## config.mk

```make
export PLATFORM = sky130hd
export DESIGN_NAME = mul_rs_scheduler
export DESIGN_NICKNAME = d
export VERILOG_FILES = /design/src/rtl/mul_rs_scheduler.sv
export SDC_FILE = /design/constraint.sdc
export NUM_CORES = 1
export LEC_CHECK = 0
export ABC_AREA = 1
export CAP_MARGIN = 20
export CORE_ASPECT_RATIO = 1.1
export CORE_MARGIN = 2
export CORE_UTILIZATION = 44
export CTS_BUF_LIST = sky130_fd_sc_hd__clkbuf_8
export DETAILED_ROUTE_END_ITERATION = 12
export PLACE_DENSITY = 0.89
export SYNTH_ARGS = -nofsm -noshare
export SYNTH_HDL_FRONTEND = slang
export SYNTH_SLANG_ARGS = --single-unit
```

## constraint.sdc

```tcl
create_clock -name clk2 -period 2.5 [get_ports clk2]
set_input_delay 0.5 -clock clk2 [delete_from_list [all_inputs] [get_ports clk2]]
set_output_delay 0.5 -clock clk2 [all_outputs]
set_load 0.03 [all_outputs]
```

## src/rtl/mul_rs_scheduler.sv

```systemverilog
// mul_rs_scheduler
//   Issue scheduler for the multiply/divide unit. Picks one ready MUL/DIV
//   reservation-station entry (round-robin by default), strobes the exec unit,
//   counts the fixed latency, then holds a CDB request until granted and
//   frees the entry. One operation in flight at a time.
//
//   Optional macro MUL_SCHED_FIXED_PRI_EN: lowest eligible index always wins
//   and no round-robin pointer exists.
//
// Ports
//   clk2, rst (async, active high), flush (sync abort)
//   rs_valid/rs_ready [NUM_RS], rs_func_flat/rs_rd_flat [4*NUM_RS],
//   rs_rob_flat [3*NUM_RS]          : reservation-station view
//   ex_b, ex_idx, ex_func, ex_rd, ex_rob : start strobe + latched entry
//   busy                            : EXEC or WB
//   cdb_req / cdb_gnt               : write-back handshake
//   rs_free [NUM_RS]                : one-hot entry release pulse
module mul_rs_scheduler #(
  parameter int NUM_RS  = 3,
  parameter int IDX_W   = 2,
  parameter int MUL_LAT = 2,
  parameter int DIV_LAT = 4,
  parameter int CNT_W   = 3
) (
  input  logic                clk2,
  input  logic                rst,
  input  logic                flush,
  input  logic [NUM_RS-1:0]   rs_valid,
  input  logic [NUM_RS-1:0]   rs_ready,
  input  logic [4*NUM_RS-1:0] rs_func_flat,
  input  logic [4*NUM_RS-1:0] rs_rd_flat,
  input  logic [3*NUM_RS-1:0] rs_rob_flat,
  output logic                ex_b,
  output logic [IDX_W-1:0]    ex_idx,
  output logic [3:0]          ex_func,
  output logic [3:0]          ex_rd,
  output logic [2:0]          ex_rob,
  output logic                busy,
  output logic                cdb_req,
  input  logic                cdb_gnt,
  output logic [NUM_RS-1:0]   rs_free
);

  localparam logic [3:0] FUNC_MUL = 4'b0010;
  localparam logic [3:0] FUNC_DIV = 4'b0011;

  typedef enum logic [1:0] {S_IDLE, S_EXEC, S_WB} state_e;

  state_e             state_q, state_d;
  logic [CNT_W-1:0]   cnt_q, cnt_d;
  logic [IDX_W-1:0]   idx_q, idx_d;
  logic [3:0]         func_q, func_d;
  logic [3:0]         rd_q, rd_d;
  logic [2:0]         rob_q, rob_d;
  logic               ex_b_q, ex_b_d;
  logic               cdb_req_q, cdb_req_d;
  logic [NUM_RS-1:0]  rs_free_q, rs_free_d;

  logic [NUM_RS-1:0]  eligible;
  logic               sel_found;
  logic [IDX_W-1:0]   sel_idx;
  logic [3:0]         sel_func;

  always_comb begin
    for (int i = 0; i < NUM_RS; i++) begin
      eligible[i] = rs_valid[i] & rs_ready[i] &
                    ((rs_func_flat[4*i +: 4] == FUNC_MUL) ||
                     (rs_func_flat[4*i +: 4] == FUNC_DIV));
    end
  end

`ifdef MUL_SCHED_FIXED_PRI_EN
  // Scan high to low so the lowest eligible index is the last one written.
  always_comb begin
    sel_found = 1'b0;
    sel_idx   = '0;
    for (int i = NUM_RS-1; i >= 0; i--) begin
      if (eligible[i]) begin
        sel_found = 1'b1;
        sel_idx   = IDX_W'(i);
      end
    end
  end
`else
  logic [IDX_W-1:0] rr_ptr_q, rr_ptr_d;

  // First eligible entry starting at rr_ptr, wrapping modulo NUM_RS.
  always_comb begin
    int j;
    j         = 0;
    sel_found = 1'b0;
    sel_idx   = '0;
    for (int k = 0; k < NUM_RS; k++) begin
      j = (int'(rr_ptr_q) + k) % NUM_RS;
      if (!sel_found && eligible[j]) begin
        sel_found = 1'b1;
        sel_idx   = IDX_W'(j);
      end
    end
  end

  // Pointer only moves on issue; a flush leaves it alone.
  always_comb begin
    rr_ptr_d = rr_ptr_q;
    if (!flush && state_q == S_IDLE && sel_found)
      rr_ptr_d = (sel_idx == IDX_W'(NUM_RS-1)) ? '0 : sel_idx + 1'b1;
  end

  always_ff @(posedge clk2 or posedge rst) begin
    if (rst) rr_ptr_q <= '0;
    else     rr_ptr_q <= rr_ptr_d;
  end
`endif

  assign sel_func = rs_func_flat[4*sel_idx +: 4];

  always_comb begin
    state_d   = state_q;
    cnt_d     = cnt_q;
    idx_d     = idx_q;
    func_d    = func_q;
    rd_d      = rd_q;
    rob_d     = rob_q;
    ex_b_d    = 1'b0;
    cdb_req_d = cdb_req_q;
    rs_free_d = '0;
    if (flush) begin
      state_d   = S_IDLE;
      cdb_req_d = 1'b0;
    end else begin
      case (state_q)
        S_IDLE: begin
          if (sel_found) begin
            state_d = S_EXEC;
            ex_b_d  = 1'b1;
            idx_d   = sel_idx;
            func_d  = sel_func;
            rd_d    = rs_rd_flat[4*sel_idx +: 4];
            rob_d   = rs_rob_flat[3*sel_idx +: 3];
            cnt_d   = (sel_func == FUNC_DIV) ? CNT_W'(DIV_LAT) : CNT_W'(MUL_LAT);
          end
        end
        S_EXEC: begin
          // Counter holds LAT in the ex_b cycle; leaving at 1 lands cdb_req
          // exactly LAT cycles after ex_b.
          if (cnt_q <= CNT_W'(1)) begin
            state_d   = S_WB;
            cdb_req_d = 1'b1;
            cnt_d     = '0;
          end else begin
            cnt_d = cnt_q - 1'b1;
          end
        end
        S_WB: begin
          if (cdb_gnt) begin
            state_d   = S_IDLE;
            cdb_req_d = 1'b0;
            for (int i = 0; i < NUM_RS; i++)
              if (IDX_W'(i) == idx_q) rs_free_d[i] = 1'b1;
          end
        end
        default: state_d = S_IDLE;
      endcase
    end
  end

  always_ff @(posedge clk2 or posedge rst) begin
    if (rst) begin
      state_q   <= S_IDLE;
      cnt_q     <= '0;
      idx_q     <= '0;
      func_q    <= '0;
      rd_q      <= '0;
      rob_q     <= '0;
      ex_b_q    <= 1'b0;
      cdb_req_q <= 1'b0;
      rs_free_q <= '0;
    end else begin
      state_q   <= state_d;
      cnt_q     <= cnt_d;
      idx_q     <= idx_d;
      func_q    <= func_d;
      rd_q      <= rd_d;
      rob_q     <= rob_d;
      ex_b_q    <= ex_b_d;
      cdb_req_q <= cdb_req_d;
      rs_free_q <= rs_free_d;
    end
  end

  assign ex_b    = ex_b_q;
  assign ex_idx  = idx_q;
  assign ex_func = func_q;
  assign ex_rd   = rd_q;
  assign ex_rob  = rob_q;
  assign busy    = (state_q != S_IDLE);
  assign cdb_req = cdb_req_q;
  assign rs_free = rs_free_q;

endmodule

```

==> flow_summary.ini <==
[outcome]
status = complete, no violations

[power_and_ir_drop]
p_int_w = 0.001026
p_leak_nw = 1.042
pwr_density_cell_nw_per_um2 = 815.8
clkPwrFrac = 0.131
peakVddDrop_uv = 342.7
pwr-share-comb = 0.534
pwr-share-seq = 0.335
p_sw_w = 0.0007752
sw_frac_of_total = 0.4303

[clock_network]
hold_buffers = 0
cts_tree = built
clockBufferDepth = 2
clk_pin_slew_ns = 0.09
ctsResizeCount = 0
htreeDepth = 1
clock-sinks = 25
numCtsBuffers = 3
postCtsSetupBuffers = 0
clock-root-buffer = clkbuf_8
clk_latency_ns = 0.27

[logic_synthesis]
ys_seq_area_frac = 0.4170
syn_inst = 198
syn_avg_cell_area_sq_um = 7.577
synth_top_area_cell = dfrtp_1
synthDistinctLibCells = 27
synth_top_area_share = 0.4170
synthTopCellsByArea = dfrtp_1, nand2_1, nand3_1
syn_area_sq_um = 1500
yosysWarnings = 0
synth_fp_nets = 245
postSynthRegisterBits = 25

[cells_and_area]
final_common_cell = clkdlybuf4s50_1
synthToLayoutAreaGrowth_pct = 47.21
final_cell_mix = clkdlybuf4s50_1, nand2_1, dfrtp_1, inv_1, nor2_1
final_layout_size_suffix_gt1_frac = 0.1098
fillers = 281
final_core_util = 0.6686
seq_area_sq_um = 625.6
n_antenna_cell = 0
stdcell_count = 300
nets = 312
multi_input_area_sq_um = 758.2

[place]
place_ws_ns = 0.05222
finalWeightedCongestion = 0.8854
place_inst = 296
io_buffer_count = 61
dp_hpwl_um = 2828

[grt]
grt_first_pass_wirelength_um = 6099
track_usage = 0.1970
antenna_found_initial = 0
grt_max_degree = 26
overflow = 0
grt_pass1_vias = 1488

[die]
die-area_sq_um = 3893
die_width_um = 59.68
ios = 62
core_area_sq_um = 3303
initial_utilization = 0.4542
std_cell_rows = 22
dieHeight_um = 65.24

[sta]
fin_skew_ns = 0.005868
hold_viol_final = 0
min_period_ns = 2.207
rsz0062_at_grt = false
setup_viol_count_final = 0
final.setup.tns_ns = 0
relSlewSlack = 0.7748
finalMaxSlewViolations = 0
finalCritPeriodShare = 0.8829
worst_pin_slew_ns = 0.3367
fmax_mhz = 453.0
fin_ws_ns = 0.2927

[setup_path]
start_kind = flip-flop
critPathLaunch = rr_ptr_q[0]
r2r_slack_ns = 0.29
rr_startpoint = rr_ptr_q[0]
crit_chain = inv_1 > ha_1 > inv_2 > nand3_2 > nand2_1 > nand2_1 > nand2_2 > a21oi_1 > nand3_1 > nand2_4 > inv_4 > nand2_1 > nand2_1 > nand3_1 > nand2_1 > nand2_1 > nand2_1
cp_data_required_time_ns = 2.66
crit_top_cell = nand2_1
end_kind = flip-flop
path_class = reg -> reg
cp_max_fo = 12
slowest_delay_ns = 0.36
critPathArrivalTime_ns = 2.37
reg2reg_depth = 17
r2r_end = cnt_q[2]
crit_end = cnt_q[2]
critPathSlowestCell = dfrtp_1

[worst_hold_path]
hold_path_class = reg -> reg

[detailed_routing]
drt.antenna.violating_nets = 0
routedWlPerCell_um = 11.84
dr.pass1.iters = 4
via_per_inst = 5.153
detail_route.wirelength_um = 3553
vias = 1546
drc = 0
drt_iter0_drc = 48

[run]
max_cap_viol_count = 0
-- worst min path at each step --
stage	from	to	slack [ns]	cells past startpoint
floorplan	cnt_q[2]	cnt_q[2]	0.47	2
global placement	ex_func[1]	ex_func[1]	0.45	1
detailed placement	ex_func[1]	ex_func[1]	0.46	1
CTS	ex_func[1]	ex_func[1]	0.48	1
global route	ex_func[1]	ex_func[1]	0.52	1
finish	ex_func[1]	ex_func[1]	0.48	1
-- power groups by stage --
| stage | logic, W | registers [W] | clock network [W] |
|---|---|---|---|
| global route | 0.00105 | 0.000622 | 0.000255 |
| detailed placement | 0.000960 | 0.000611 | 0 |
| global placement | 0.000943 | 0.000609 | 0 |
| finish | 0.000963 | 0.000603 | 0.000236 |
| floorplan | 0.000423 | 0.000782 | 0 |
| CTS | 0.000967 | 0.000604 | 0.000236 |
-- worst max-delay path, delay by kind of cell (launching register included) --
family	cells	cell delay (ns)
AND/OR/NAND/NOR	12	1.00
flip-flops	1	0.36
adder cells (fa/ha/maj)	1	0.35
buffers and inverters	3	0.24
AO/OA/AOI/OAI	1	0.16
-- registers in the layout, indices dropped and copies added (netlist names), 2 cells and up --
name / count
state_q: 2
rs_free: 3
cnt_q: 3
ex_idx: 2
rr_ptr_q: 2
ex_func: 4
ex_rd: 4
ex_rob: 3
-- cells in the mapped netlist (all sizes together) --
library cell	instances
a21oi	11
a31oi	2
buf	2
dfrtp	25
ha	4
inv	26
nand2	54
nand3	22
nand4	3
nor2	22
nor3	4
o211ai	4
o21ai	16
o31ai	2
or2	1
-- cell families (layout without fill, tap and decap cells) --
logic type      Yosys count  after routing  synth area share
simple gates            106            106            0.3311
flops                    25             25            0.4170
fa+ha+maj                 4              4           0.03336
compound gates           35             35            0.1410
buf+inv                  28             94           0.07756
-- stage by stage --
step / area (sq um) / total power [W] / hold WS (ns)
4_1_cts: 2208 / 0.001807 / 0.4750
6_report: 2208 / 0.001802 / 0.4785
3_3_place_gp: 2162 / 0.001552 / 0.4477
3_5_place_dp: 2162 / 0.001571 / 0.4554
2_1_floorplan: 1500 / 0.001205 / 0.4711
5_1_grt: 2208 / 0.001929 / 0.5226
-- area by class of cell --
cell class | count | share of cell area
Inverter | 26 | 0.04533
Sequential cell | 25 | 0.2833
Clock inverter | 1 | 0.002266
Timing Repair Buffer | 64 | 0.2867
Clock buffer | 3 | 0.01870
Tap cell | 36 | 0.02040
Multi-Input combinational cell | 145 | 0.3433
-- routing by layer --
layer / up-vias / wire (um) / global-route usage / share of wire
met5: - / 0 / 0 / 0
met4: 0 / 65 / 0.06944 / 0.018
met3: 7 / 136 / 0.009843 / 0.038
met2: 46 / 1837 / 0.3519 / 0.52
met1: 714 / 1513 / 0.2463 / 0.43
li1: 779 / - / - / -
Note: power is estimated with default switching activity, not from simulation.
